$ cat src/rtl/pl_hazard_unit_pkg.sv
`default_nettype none
// ============================================================================
// Module      : pl_hazard_unit_pkg
// Description : Shared operand-forwarding select encodings and a priority
//               helper for the 5-stage RV32I hazard unit.
// Revision    : 1.0 - initial release
// ============================================================================
package pl_hazard_unit_pkg;

    typedef enum logic [1:0] {
        FWD_RF  = 2'b00,
        FWD_MEM = 2'b01,
        FWD_WB  = 2'b10
    } fwd_sel_e;

    // The younger producer in MEM always holds the newer value, so it wins.
    function automatic fwd_sel_e fwd_prio(input logic mem_hit, input logic wb_hit);
        if (mem_hit)
            return FWD_MEM;
        else if (wb_hit)
            return FWD_WB;
        else
            return FWD_RF;
    endfunction

endpackage
`default_nettype wire

$ cat src/rtl/pl_hazard_unit_fwd_sel.sv
`default_nettype none
// ============================================================================
// Module      : pl_fwd_sel
// Description : Per-operand forwarding comparator and MEM-over-WB priority mux.
// Revision    : 1.0 - initial release
// ============================================================================
module pl_fwd_sel
    import pl_hazard_unit_pkg::*;
#(
    parameter int RA_W = 5
) (
    input  logic [RA_W-1:0] src,
    input  logic [RA_W-1:0] mem_rd,
    input  logic            mem_we,
    input  logic [RA_W-1:0] wb_rd,
    input  logic            wb_we,
    output logic [1:0]      sel
);

    logic w_mem_hit;
    logic w_wb_hit;

    // x0 is hardwired to zero, so a write to it never produces a value to forward.
    assign w_mem_hit = mem_we && (mem_rd != '0) && (mem_rd == src);
    assign w_wb_hit  = wb_we  && (wb_rd  != '0) && (wb_rd  == src);
    assign sel       = fwd_prio(w_mem_hit, w_wb_hit);

endmodule
`default_nettype wire

$ cat src/rtl/pl_hazard_unit.sv
`default_nettype none
// ============================================================================
// Module      : pl_hazard_unit
// Description : Forwarding selects, load-use/RAW interlock, redirect flush,
//               data-memory wait-state stalls and saturating event counters.
// Revision    : 1.0 - initial release
// ============================================================================
module pl_hazard_unit
    import pl_hazard_unit_pkg::*;
#(
    parameter int RA_W     = 5,
    parameter int MEM_WAIT = 0,
    parameter int FWD_EN   = 1,
    parameter int CNT_W    = 32
) (
    input  logic             clk,
    input  logic             reset,
    input  logic [RA_W-1:0]  ID_rs1,
    input  logic [RA_W-1:0]  ID_rs2,
    input  logic             ID_use_rs1,
    input  logic             ID_use_rs2,
    input  logic [RA_W-1:0]  EX_rs1,
    input  logic [RA_W-1:0]  EX_rs2,
    input  logic [RA_W-1:0]  EX_rd,
    input  logic             EX_RegWrite,
    input  logic             EX_MemRead,
    input  logic [RA_W-1:0]  MEM_rd,
    input  logic             MEM_RegWrite,
    input  logic             MEM_MemRead,
    input  logic             MEM_MemWrite,
    input  logic [RA_W-1:0]  WB_rd,
    input  logic             WB_RegWrite,
    input  logic             redirect,
    output logic             stall_IF,
    output logic             stall_ID,
    output logic             stall_EX,
    output logic             stall_MEM,
    output logic             bubble_EX,
    output logic             bubble_WB,
    output logic             flush_ID,
    output logic [1:0]       fwdA,
    output logic [1:0]       fwdB,
    output logic             busy,
    output logic [CNT_W-1:0] stall_cnt,
    output logic [CNT_W-1:0] flush_cnt
);

    typedef enum logic [1:0] {
        S_IDLE = 2'd0,
        S_WAIT = 2'd1,
        S_DONE = 2'd2
    } mw_state_e;

    // The counter holds MEM_WAIT-2 at most: the IDLE and final WAIT cycles supply the other two stalls.
    localparam int                 c_cnt_w    = (MEM_WAIT > 2) ? $clog2(MEM_WAIT - 1) : 1;
    localparam logic [c_cnt_w-1:0] c_cnt_init = (MEM_WAIT > 1) ? c_cnt_w'(MEM_WAIT - 2) : '0;

    mw_state_e          r_state;
    logic [c_cnt_w-1:0] r_cnt;
    logic [CNT_W-1:0]   r_stall_cnt;
    logic [CNT_W-1:0]   r_flush_cnt;

    logic       w_access;
    logic       w_mem_stall;
    logic [1:0] w_fwd_a;
    logic [1:0] w_fwd_b;
    logic [1:0] w_fwd_a_en;
    logic [1:0] w_fwd_b_en;
    logic       w_ex_wr;
    logic       w_mem_wr;
    logic       w_hit_rs1;
    logic       w_hit_rs2;
    logic       w_load_use;
    logic       w_raw_ex;
    logic       w_raw_mem;
    logic       w_interlock;

    pl_fwd_sel #(.RA_W(RA_W)) u_fwd_a (
        .src    (EX_rs1),
        .mem_rd (MEM_rd),
        .mem_we (MEM_RegWrite),
        .wb_rd  (WB_rd),
        .wb_we  (WB_RegWrite),
        .sel    (w_fwd_a)
    );

    pl_fwd_sel #(.RA_W(RA_W)) u_fwd_b (
        .src    (EX_rs2),
        .mem_rd (MEM_rd),
        .mem_we (MEM_RegWrite),
        .wb_rd  (WB_rd),
        .wb_we  (WB_RegWrite),
        .sel    (w_fwd_b)
    );

    generate
        if (FWD_EN != 0) begin : g_fwd_on
            assign w_fwd_a_en = w_fwd_a;
            assign w_fwd_b_en = w_fwd_b;
        end else begin : g_fwd_off
            assign w_fwd_a_en = FWD_RF;
            assign w_fwd_b_en = FWD_RF;
        end
    endgenerate

    assign w_access  = MEM_MemRead || MEM_MemWrite;
    assign w_ex_wr   = EX_RegWrite  && (EX_rd  != '0);
    assign w_mem_wr  = MEM_RegWrite && (MEM_rd != '0);
    assign w_hit_rs1 = ID_use_rs1 && (ID_rs1 == EX_rd);
    assign w_hit_rs2 = ID_use_rs2 && (ID_rs2 == EX_rd);

    assign w_load_use = EX_MemRead && (EX_rd != '0) && (w_hit_rs1 || w_hit_rs2);
    assign w_raw_ex   = w_ex_wr && (w_hit_rs1 || w_hit_rs2);
    assign w_raw_mem  = w_mem_wr && ((ID_use_rs1 && (ID_rs1 == MEM_rd)) ||
                                     (ID_use_rs2 && (ID_rs2 == MEM_rd)));
    assign w_interlock = w_load_use || ((FWD_EN == 0) && (w_raw_ex || w_raw_mem));

    always_comb begin
        w_mem_stall = 1'b0;
        case (r_state)
            S_IDLE:  w_mem_stall = (MEM_WAIT > 0) && w_access;
            S_WAIT:  w_mem_stall = 1'b1;
            default: w_mem_stall = 1'b0;
        endcase
    end

    always_ff @(posedge clk) begin
        if (reset) begin
            r_state <= S_IDLE;
            r_cnt   <= '0;
        end else begin
            case (r_state)
                S_IDLE: begin
                    if ((MEM_WAIT > 0) && w_access) begin
                        if (MEM_WAIT > 1) begin
                            r_state <= S_WAIT;
                            r_cnt   <= c_cnt_init;
                        end else begin
                            r_state <= S_DONE;
                        end
                    end
                end
                S_WAIT: begin
                    if (r_cnt == '0)
                        r_state <= S_DONE;
                    else
                        r_cnt <= r_cnt - 1'b1;
                end
                S_DONE:  r_state <= S_IDLE;
                default: r_state <= S_IDLE;
            endcase
        end
    end

    // Memory stall dominates; a held redirect then lands in the DONE cycle.
    always_comb begin
        stall_IF  = 1'b0;
        stall_ID  = 1'b0;
        stall_EX  = 1'b0;
        stall_MEM = 1'b0;
        bubble_EX = 1'b0;
        bubble_WB = 1'b0;
        flush_ID  = 1'b0;
        fwdA      = FWD_RF;
        fwdB      = FWD_RF;
        busy      = 1'b0;
        if (!reset) begin
            fwdA = w_fwd_a_en;
            fwdB = w_fwd_b_en;
            busy = (r_state != S_IDLE);
            if (w_mem_stall) begin
                stall_IF  = 1'b1;
                stall_ID  = 1'b1;
                stall_EX  = 1'b1;
                stall_MEM = 1'b1;
                bubble_WB = 1'b1;
            end else if (redirect) begin
                flush_ID  = 1'b1;
                bubble_EX = 1'b1;
            end else if (w_interlock) begin
                stall_IF  = 1'b1;
                stall_ID  = 1'b1;
                bubble_EX = 1'b1;
            end
        end
    end

    always_ff @(posedge clk) begin
        if (reset) begin
            r_stall_cnt <= '0;
            r_flush_cnt <= '0;
        end else begin
            if (stall_IF && (r_stall_cnt != '1))
                r_stall_cnt <= r_stall_cnt + 1'b1;
            if (flush_ID && (r_flush_cnt != '1))
                r_flush_cnt <= r_flush_cnt + 1'b1;
        end
    end

    assign stall_cnt = r_stall_cnt;
    assign flush_cnt = r_flush_cnt;

endmodule
`default_nettype wire

$ cat config.mk
export PLATFORM = sky130hd
export DESIGN_NAME = pl_hazard_unit
export DESIGN_NICKNAME = d
export VERILOG_FILES = /design/src/rtl/pl_hazard_unit_pkg.sv /design/src/rtl/pl_hazard_unit_fwd_sel.sv /design/src/rtl/pl_hazard_unit.sv
export SDC_FILE = /design/constraint.sdc
export NUM_CORES = 1
export LEC_CHECK = 0
export CAP_MARGIN = 0
export CORE_MARGIN = 5
export CORE_UTILIZATION = 55
export DETAILED_ROUTE_END_ITERATION = 10
export DONT_BUFFER_PORTS = 1
export GPL_TIMING_DRIVEN = 0
export PLACE_DENSITY = 0.73
export SLEW_MARGIN = 20
export SYNTH_ARGS = -nofsm -noshare
export SYNTH_HDL_FRONTEND = slang
export SYNTH_SLANG_ARGS = --single-unit
$ cat constraint.sdc
create_clock -name clk -period 3 [get_ports clk]
set_input_delay 0.45 -clock clk [delete_from_list [all_inputs] [get_ports clk]]
set_output_delay 0.45 -clock clk [all_outputs]
set_load 0.005 [all_outputs]
Word level (Yosys, flattened, before mapping). Cells that the tools add are included.

Add/sub/neg operators: 3. Reductions and logical operators: 19. Bitwise operators: 1. Equal/unequal tests: 10. Mux-type cells: 23.

Operators with widths (count): $add 32x1->32 const B (2); $ne 32x32->1 const B (2); $eq 5x5->1 (6); $mux 1 (15); $reduce_bool 5->1 (3); $mux 2 (7); $logic_and 1x1->1 (12); $pmux 2 s2 (1); $eq 2x1->1 const B (1); $logic_not 2->1 (1); $ne 2x2->1 const B (1); $reduce_and 2->1 (1); $reduce_bool 2->1 (1); $logic_or 1x1->1 (1); $not 1->1 (1); $sub 1x1->1 const B (1).

Flip-flop bits (word level): 67. Output and inout port bits: 76. Bits of input ports: 46.

Depth between registers and ports, before layout. Gate-level depths: netlist (run 1).

Word-level depth: 9. Depth in mapped cells: 9. Gate-level depth less buffers: 7.

Hierarchy. From an unflattened synthesis (run 1), not the netlist that was laid out.

Cell total of the unflattened synthesis: 444. Area total of the unflattened synthesis: 3758.6 um2.

Modules (own cells, without submodules): pl_hazard_unit (seq. area each 1281.2 um2, times used 1, area each 3440.8 um2, cells each 402); pl_fwd_sel (seq. area each 0.0 um2, times used 2, area each 158.9 um2, cells each 21).

Worst setup path before layout (run 1). Ideal clock, no wire load.

Kind: input -> output. Start: input MEM_rd[0]. End: output fwdA[1]. Slack: 0.875 ns. Cell stages on the path: 4. Path buffers: 0. Arrival: 1.675 ns. Cells stage by stage: or4_1 o21ai_0 nor3_1 nor4_1.

Cells in the longest elaborated chain, start to end: 5. Elaborated cells between the ends (all ways): 6. Those cells by class: 1 x eq/ne; 2 x mux; 3 x reduce/logical.

RTL lines: start: declaration (RTL line pl_hazard_unit.sv:27) `input logic [RA_W-1:0] MEM_rd,`; $reduce_bool 5->1; $logic_and 1x1->1 (RTL line pl_hazard_unit_fwd_sel.sv:24) `assign w_mem_hit = mem_we && (mem_rd != '0) && (mem_rd == src);`; $logic_and 1x1->1 * (RTL line pl_hazard_unit_fwd_sel.sv:24); $mux 2 * (RTL line pl_hazard_unit_pkg.sv:18) `if (mem_hit)`; $mux 2 * (RTL line pl_hazard_unit.sv:167) `if (!reset) begin`; end: declaration (RTL line pl_hazard_unit.sv:41) `output logic [1:0] fwdA,`.

Every way passes the cells marked *; elsewhere a longest branch is shown, timed or not.

Worst setup path after layout (run 1).
Start: register r_flush_cnt[0], in the netlist flush_cnt[0]. End: register r_flush_cnt[22], in the netlist flush_cnt[22].

Cells in the longest elaborated chain, start to end: 2. Elaborated cells between the ends (all ways): 3. Those cells by class: 1 x add/sub; 1 x eq/ne; 1 x reduce/logical.

RTL lines: start: declaration (RTL line pl_hazard_unit.sv:61) `logic [CNT_W-1:0] r_flush_cnt;`; start signal: assignment (RTL line pl_hazard_unit.sv:196) `r_flush_cnt <= r_flush_cnt + 1'b1;`; parallel branches: the longest is 2 deep, another holds $add 32x1->32.

Several ways; the timed one is not identified. A chain may end at the register's enable or synchronous reset.

==> flow_summary.ini, run 1 <==
[status]
status = complete, no violations

[cts]
cts_hold_buf = 0
cts_tree = done
post-cts-setup-buffer-count = 0
clockRootBuffer = clkbuf_8
clock_path_buffers = 2
cts-resized-gates = 0
htree_levels = 3
clk_transition_reported_paths_ps = 70
clk-insertion-delay-late_ps = 340
cts_buffers = 9
cts.sinks = 64

[yosys]
syn_area_per_cell_um2 = 8.12
ys_ff_latch = 64
synth_area_um2 = 3610
synth-edff-count = 0
syn_inst = 445
ys_types = 44
synth_flop_cell = dfxtp_1
ys_seq_area_share_pct = 35.5
ys_warn_count = 0
async_reset_ff_share_pct = 0

[worst_setup_path]
startpoint = flush_cnt[0]$_SDFFE_PP0P_
critical-path-max-stage-delay_ps = 530
worst-path-buf-inv = 0
slowest_stage = a31oi_1
critPathLaunchType = flip-flop
cp.arrival_ps = 2560
criticalPathCategory = reg2reg
path_cells = ha_1 > nand3_1 > or2_2 > a31oi_1 > nand4_1 > xor2_1 > nor2_1
r2r-end = flush_cnt[22]$_SDFFE_PP0P_
ff2ff_setup_slack_ps = 650
crit_family = simple AND/OR/NAND/NOR gates
endpoint_kind = flip-flop
cp_max_fo = 8
rr_worst_depth = 7
rr_startpoint = flush_cnt[0]$_SDFFE_PP0P_
cp.required_ps = 3220

[floorplan]
io_pins = 122
die_h_um = 91.0
die_area_um2 = 8290
coreArea_um2 = 6390
start_util_pct = 56.6
num_rows = 29
die_x_um = 91.0

[timing]
layout_min_cycle_time_ps = 2350
final.setup.worst_slack_ps = 651
tns_ps = 0
tightest_slew_ps = 683
slew_viol_final = 0
hold_viol_final = 0
max_freq_ghz = 0.426
fin_crit_sh_pct = 78.3
maxSlewHeadroom_pct = 54.3
setup_viol = 0
rsz0062_at_grt = false
fin_skew_ps = 7.61
holdWs_ps = 460

[placed_design]
pre_cts_slack_ps = 618
gp_congestion = 0.825
port_buffers = 0
dp_hpwl_mm = 6.87

[hold_path]
hp-start = redirect
holdPathEnd = stall_cnt[12]$_SDFFE_PP0P_
hold_depth = 4
hp-class = in2reg

[cells_and_area]
final_util_pct = 61.6
area_growth_pct = 8.83
num-fill-cells = 581
drive_above_1_share_pct = 8.62
layout_common_cells = dfxtp_1 (64), nor2_1 (42), a21oi_1 (34), xnor2_1 (30), o21ai_0 (28)
multi_input_area_um2 = 2170
seq_area_um2 = 1280
nNetsFinal = 507
final_common_cell = dfxtp_1
diodes = 0

[detailed_routing]
vias = 3253
final_antenna_net_count = 0
remaining_drc_errors = 0
drt_wl_total_mm = 8.88
vias_per_cell = 6.01
wire_per_inst_um = 16.4
drt-initial-drc-count = 134
drtPass1Iterations = 4

[global_routing]
grt_pass1_wl_mm = 15.1
grt_max_degree = 12
grt.total_usage_pct = 21.7
grt_pass1_vias = 3208
overflow = 0
antenna_found_initial = 0

[power]
power_density_nw_per_um2 = 444
ir_drop_v = 0.000324
p_leak_nw = 1.22

[flow_run]
drv_cap = 0
-- worst max-delay path by stage --
stage                                       endpoint  slack (ps)  depth (start not counted)
after global placement                     bubble_EX         600                          4
after global routing      flush_cnt[22]$_SDFFE_PP0P_         480                          7
after detailed placement                   bubble_EX         620                          4
final                     flush_cnt[22]$_SDFFE_PP0P_         650                          7
after floorplan                              fwdA[1]         870                          4
after CTS                                  bubble_EX         620                          4
-- sequential cells by signal, indices dropped and copies added (netlist names) --
register	flops
flush_cnt	32
stall_cnt	32
-- Yosys cell counts, drive strengths merged, types with 12 or more instances --
master | instances | share of area (%)
xnor2 | 30 | 7.3
xor2 | 24 | 5.8
nor3 | 12 | 1.8
buf | 12 | 2.5
inv | 14 | 1.5
o21ai | 28 | 3.9
a21oi | 34 | 4.7
or3 | 26 | 4.5
nand4 | 23 | 4.2
dfxtp | 64 | 35
nand3 | 26 | 3.7
nand2 | 26 | 2.7
or4 | 14 | 2.9
nor2 | 42 | 4.4
-- worst min-delay path, stage by stage --
cell and delay (ps):
nor3b_4 40, nand3_2 90, or4_1 110, a21oi_1 60
-- metal layers --
layer	up-vias	share of wire, %	wire [um]	GRT usage (%)
li1	1627	-	-	-
met1	1508	41	3680	25.6
met2	110	47	4190	35.0
met3	8	10	920	10.2
met4	0	1.1	95	6.48
met5	-	0	0	0
-- report_power, final --
part / internal, mW / total, mW / switching, mW
clock: 0.465 / 0.794 / 0.329
combinational: 0.0435 / 0.0931 / 0.0496
sequential: 0.852 / 0.857 / 0.00473
total: 1.36 / 1.74 / 0.384
-- through the flow --
| stage | std cells | power [mW] | cell area [um^2] |
|---|---|---|---|
| CTS | 541 | 1.76 | 3930 |
| detailed placement | 525 | 0.970 | 3720 |
| finish | 541 | 1.74 | 3930 |
| global placement | 525 | 0.967 | 3720 |
| global route | 541 | 1.82 | 3930 |
| floorplan | 448 | 0.951 | 3620 |
-- cell type report --
type	instances	area share [%]
Multi-Input combinational cell	350	55.2
Tap cell	77	2.45
Inverter	14	1.34
Sequential cell	64	32.6
Buffer	20	3.02
Clock buffer	10	3.25
Clock inverter	6	2.13
-- cells by family after synthesis --
| group | Yosys count | synth area share [%] |
|---|---|---|
| AO/OA/AOI/OAI | 77 | 12.2 |
| XOR/XNOR | 54 | 13.1 |
| adder cells (fa/ha/maj) | 2 | 0.693 |
| buffers and inverters | 34 | 4.75 |
| flip-flops | 64 | 35.5 |
| multiplexers | 6 | 1.77 |
| other | 1 | 0.104 |
| AND/OR/NAND/NOR | 207 | 32.0 |
Power figures use the tool's default switching activity.
==> run 2: changes to the inputs <==
==> constraint.sdc (replaced) <==
create_clock -name clk -period 2.2 [get_ports clk]
set_input_delay 0.33 -clock clk [delete_from_list [all_inputs] [get_ports clk]]
set_output_delay 0.33 -clock clk [all_outputs]
set_load 0.005 [all_outputs]
==> flow_summary.ini, run 2 (synthesis results as in run 1) <==
[status]
status = complete, no violations

[cells_and_area]
multi_input_area_um2 = 2250
layout_common_cells = dfxtp_1 (54), nor2_1 (41), a21oi_1 (34), xnor2_1 (30), o21ai_0 (27)
drive_above_1_share_pct = 14.9
diodes = 0
fin_area_um2 = 4080
seq_area_um2 = 1290
final_common_cell = dfxtp_1
final_util_pct = 63.9
num-fill-cells = 574
nNetsFinal = 514
area_growth_pct = 13.0

[global_routing]
grt_max_degree = 12
grt_pass1_wl_mm = 15.2
antenna_found_initial = 0
overflow = 0
grt_pass1_vias = 3226
grt.total_usage_pct = 21.8

[power]
power_frac_comb_pct = 5.4
switchingPower_mw = 0.526
power_density_nw_per_um2 = 584
p_int_mw = 1.86
ir_drop_v = 0.000446
clockPowerShare_pct = 45.5
power.share.sequential_pct = 49.1
p_leak_nw = 1.31
swShare_pct = 22.1

[placed_design]
place_area_um2 = 3720
port_buffers = 0
gp_congestion = 0.825
dp_hpwl_mm = 6.87
pre_cts_slack_ps = -131

[detailed_routing]
drt_wl_total_mm = 9.20
wire_per_inst_um = 16.8
vias_per_cell = 6.01
vias = 3296
drt-initial-drc-count = 106
drtPass1Iterations = 5
remaining_drc_errors = 0
final_antenna_net_count = 0

[worst_setup_path]
critPathLaunchType = flip-flop
rr_worst_depth = 7
cp.required_ps = 2410
criticalPathCategory = reg2reg
cp.arrival_ps = 2250
path_cells = ha_1 > nand3_2 > or4_1 > nand4_1 > or3_1 > xor2_1 > nor2_1
endpoint_kind = flip-flop
slowest_stage = or4_1
critical-path-max-stage-delay_ps = 600
cp_max_fo = 8

[floorplan]
die_h_um = 91.0
io_pins = 122
coreArea_um2 = 6390
num_rows = 29
die_area_um2 = 8290
start_util_pct = 56.6
die_x_um = 91.0

[timing]
fin_skew_ps = 10.9
layout_min_cycle_time_ps = 2030
tightest_slew_ps = 564
slew_viol_final = 0
fin_crit_sh_pct = 92.5
maxSlewHeadroom_pct = 62.4
final.setup.worst_slack_ps = 165
setup_viol = 0
max_freq_ghz = 0.491
hold_viol_final = 0

[cts]
clk-insertion-delay-late_ps = 340
clock_path_buffers = 2
cts_tree = done
htree_levels = 3
clk_transition_reported_paths_ps = 70
cts_buffers = 9
clockRootBuffer = clkbuf_8
cts.sinks = 64

[hold_path]
hold_depth = 4
hp-class = in2reg

[flow_run]
drv_cap = 0
-- run 2: cell types whose count changed in the layout (fill, tap and decap cells not counted), sizes merged --
cell and delta:
buf +6, clkbuf +1
-- run 2: power by group through the flow --
stage | combinational (mW) | clock [mW] | sequential [mW]
6_report | 0.129 | 1.08 | 1.17
5_1_grt | 0.144 | 1.17 | 1.17
4_1_cts | 0.128 | 1.11 | 1.17
3_5_place_dp | 0.127 | 0 | 1.20
3_3_place_gp | 0.124 | 0 | 1.19
2_1_floorplan | 0.104 | 0 | 1.19
-- run 2: final timing paths --
check,from,slack (ps),end
worst max register to register,flush_cnt[0]$_SDFFE_PP0P_,170,flush_cnt[29]$_SDFFE_PP0P_
worst min register to register,stall_cnt[27]$_SDFFE_PP0P_,510,stall_cnt[27]$_SDFFE_PP0P_
worst max-delay path,flush_cnt[0]$_SDFFE_PP0P_,170,flush_cnt[29]$_SDFFE_PP0P_
worst min-delay path,redirect,340,stall_cnt[12]$_SDFFE_PP0P_
-- run 2: layout make-up --
cell class / instances / area share, %
well taps: 77 / 2.36
clock inverters: 6 / 2.05
clock buffers: 10 / 3.13
inverters: 14 / 1.29
repair buffers: 7 / 1.29
multi-input cells: 350 / 55.2
flip-flops and latches: 64 / 31.7
plain buffers: 20 / 2.94
-- run 2: what timing repair did --
| item | in CTS | in global routing |
|---|---|---|
| endpoints found under the setup margin | 16 | 54 |
| setup buffers | 2 | 5 |
| resized for setup | 3 | 24 |
| hold buffers | 0 | 0 |
| pin swaps | 1 | 5 |
-- run 2: layer usage --
metal | track usage [%] | share of wire, % | vias up
li1 | - | - | 1651
met1 | 25.7 | 40 | 1518
met2 | 35.5 | 48 | 117
met3 | 10.1 | 10 | 10
met4 | 6.48 | 1.1 | 0
met5 | 0 | 0 | -
-- run 2: per-stage QoR --
stage	power [mW]	setup TNS [ps]	hold WS [ps]	cells
floorplan	1.30	0	481	448
global placement	1.32	-114	497	525
detailed placement	1.32	-703	516	525
CTS	2.40	0	333	543
global route	2.48	-16.8	365	548
finish	2.38	0	343	548
-- run 2: critical path: cells and delay by family (launching register included) --
family                   cells  cell delay, ps
XOR/XNOR                     1             150
flip-flops                   1             380
adder cells (fa/ha/maj)      1             200
AND/OR/NAND/NOR              5            1180
==> run 3: changes to the inputs <==
--- a/config.mk
+++ b/config.mk
@@ -8,10 +8,11 @@
 export CAP_MARGIN = 0
 export CORE_MARGIN = 5
 export CORE_UTILIZATION = 55
+export CTS_CLUSTER_SIZE = 12
 export DETAILED_ROUTE_END_ITERATION = 10
 export DONT_BUFFER_PORTS = 1
 export GPL_TIMING_DRIVEN = 0
-export PLACE_DENSITY = 0.73
+export PLACE_DENSITY = 0.76
 export SLEW_MARGIN = 20
 export SYNTH_ARGS = -nofsm -noshare
 export SYNTH_HDL_FRONTEND = slang
==> constraint.sdc (replaced) <==
create_clock -name clk -period 1.8 [get_ports clk]
set_input_delay 0.27 -clock clk [delete_from_list [all_inputs] [get_ports clk]]
set_output_delay 0.27 -clock clk [all_outputs]
set_load 0.005 [all_outputs]
==> flow_summary.ini, run 3 (synthesis results as in run 1) <==
[global_routing]
grt_use_met3_pct = 9.50
grt_pass1_wl_mm = 16.8
use_met2_pct = 40.7
antenna_found_initial = 0
overflow = 0
use_met1_pct = 28.0
grt_max_degree = 11
grt.total_usage_pct = 24.4
grt_pass1_vias = 3457
grt_busiest_layer = met2

[worst_setup_path]
rr_worst_depth = 7
critPathLaunchType = flip-flop
criticalPathCategory = reg2reg
cp.required_ps = 2070
endpoint_kind = flip-flop
cp_max_fo = 7
ff2ff_setup_slack_ps = -130
cp.arrival_ps = 2200

[cts]
cts_buffers = 9
clk_transition_reported_paths_ps = 70
clock_path_buffers = 2
cts.sinks = 64
cts_tree = done
clk-insertion-delay-late_ps = 350
htree_levels = 3
clockRootBuffer = clkbuf_8

[cells_and_area]
final_common_cell = nor2_1
num-fill-cells = 435
final_util_pct = 76.7
area_growth_pct = 35.7
layout_common_cells = nor2_1 (35), buf_4 (32), xnor2_1 (30), a21oi_1 (26), dfxtp_4 (24)
drive_above_1_share_pct = 40.5
diodes = 0
fin_area_um2 = 4900
nNetsFinal = 545
final_cells = 578

[timing]
rsz0062_at_grt = true
max_freq_ghz = 0.519
tightest_slew_ps = 589
maxSlewHeadroom_pct = 60.8
hold_viol_final = 0
final.setup.worst_slack_ps = -126
slew_viol_final = 0
fin_skew_ps = 12.7
setup_viol = 45
fin_crit_sh_pct = 107
layout_min_cycle_time_ps = 1930
tns_ps = -2320
holdWs_ps = 256

[placed_design]
gp_congestion = 0.839
pre_cts_slack_ps = -357
port_buffers = 0
placed_cells = 525
place_area_um2 = 3780
dp_hpwl_mm = 6.96

[detailed_routing]
remaining_drc_errors = 0
vias = 3613
drt-initial-drc-count = 173
drtPass1Iterations = 4
wire_per_inst_um = 19.1
drt_wl_total_mm = 11.0
vias_per_cell = 6.25
final_antenna_net_count = 0

[status]
status = finished with violations
violations = setup timing

[floorplan]
die_x_um = 91.0
die_area_um2 = 8290
die_h_um = 91.0
num_rows = 29
coreArea_um2 = 6390
start_util_pct = 56.6
io_pins = 122

[hold_path]
hp-class = in2reg
hold_depth = 4

[power]
power_density_nw_per_um2 = 550
ir_drop_v = 0.000520
power_mw = 2.70
p_leak_nw = 1.64

[flow_run]
drv_cap = 0
## run 3: final cells by class
cell class	count	area [um^2]	area share, %
clock buffer	12	155	3.17
multi-input combinational	350	2660	54.3
timing repair buffer	39	374	7.63
buffer	19	145	2.96
tap	77	96.3	1.97
inverter	14	52.6	1.07
clock inverter	3	17.5	0.357
sequential	64	1400	28.6
## run 3: report_power, final
group	internal, mW	switching (mW)	total (mW)
clock network	0.563	0.545	1.11
registers	1.39	0.0117	1.40
logic	0.0903	0.100	0.191
total	2.04	0.657	2.70
## run 3: repair_timing
item / in CTS / in global routing
endpoints found under the setup margin: 68 / 66
setup buffers: 23 / 14
hold endpoints to repair: 0 / 0
hold buffers: 0 / 0
gates resized for setup: 106 / 80
pin swaps: 43 / 42
gates cloned: 0 / 2
## run 3: worst max-delay path: stages (launching register included)
cell and delay (ps):
dfxtp_4 400, ha_4 160, nand3_4 90, nor3_4 260, nand3_2 130, buf_6 170, or4_1 490, a21oi_1 170
## run 3: worst paths after layout
path | startpoint | end
max | stall_cnt[0]$_SDFFE_PP0P_ | stall_cnt[30]$_SDFFE_PP0P_
min | redirect | stall_cnt[6]$_SDFFE_PP0P_
max reg2reg | stall_cnt[0]$_SDFFE_PP0P_ | stall_cnt[30]$_SDFFE_PP0P_
min reg2reg | flush_cnt[27]$_SDFFE_PP0P_ | flush_cnt[27]$_SDFFE_PP0P_
## run 3: layer usage
| layer | routed length, um | vias to the layer above |
|---|---|---|
| li1 | - | 1703 |
| met1 | 4260 | 1736 |
| met2 | 5520 | 146 |
| met3 | 942 | 28 |
| met4 | 298 | 0 |
| met5 | 0 | - |
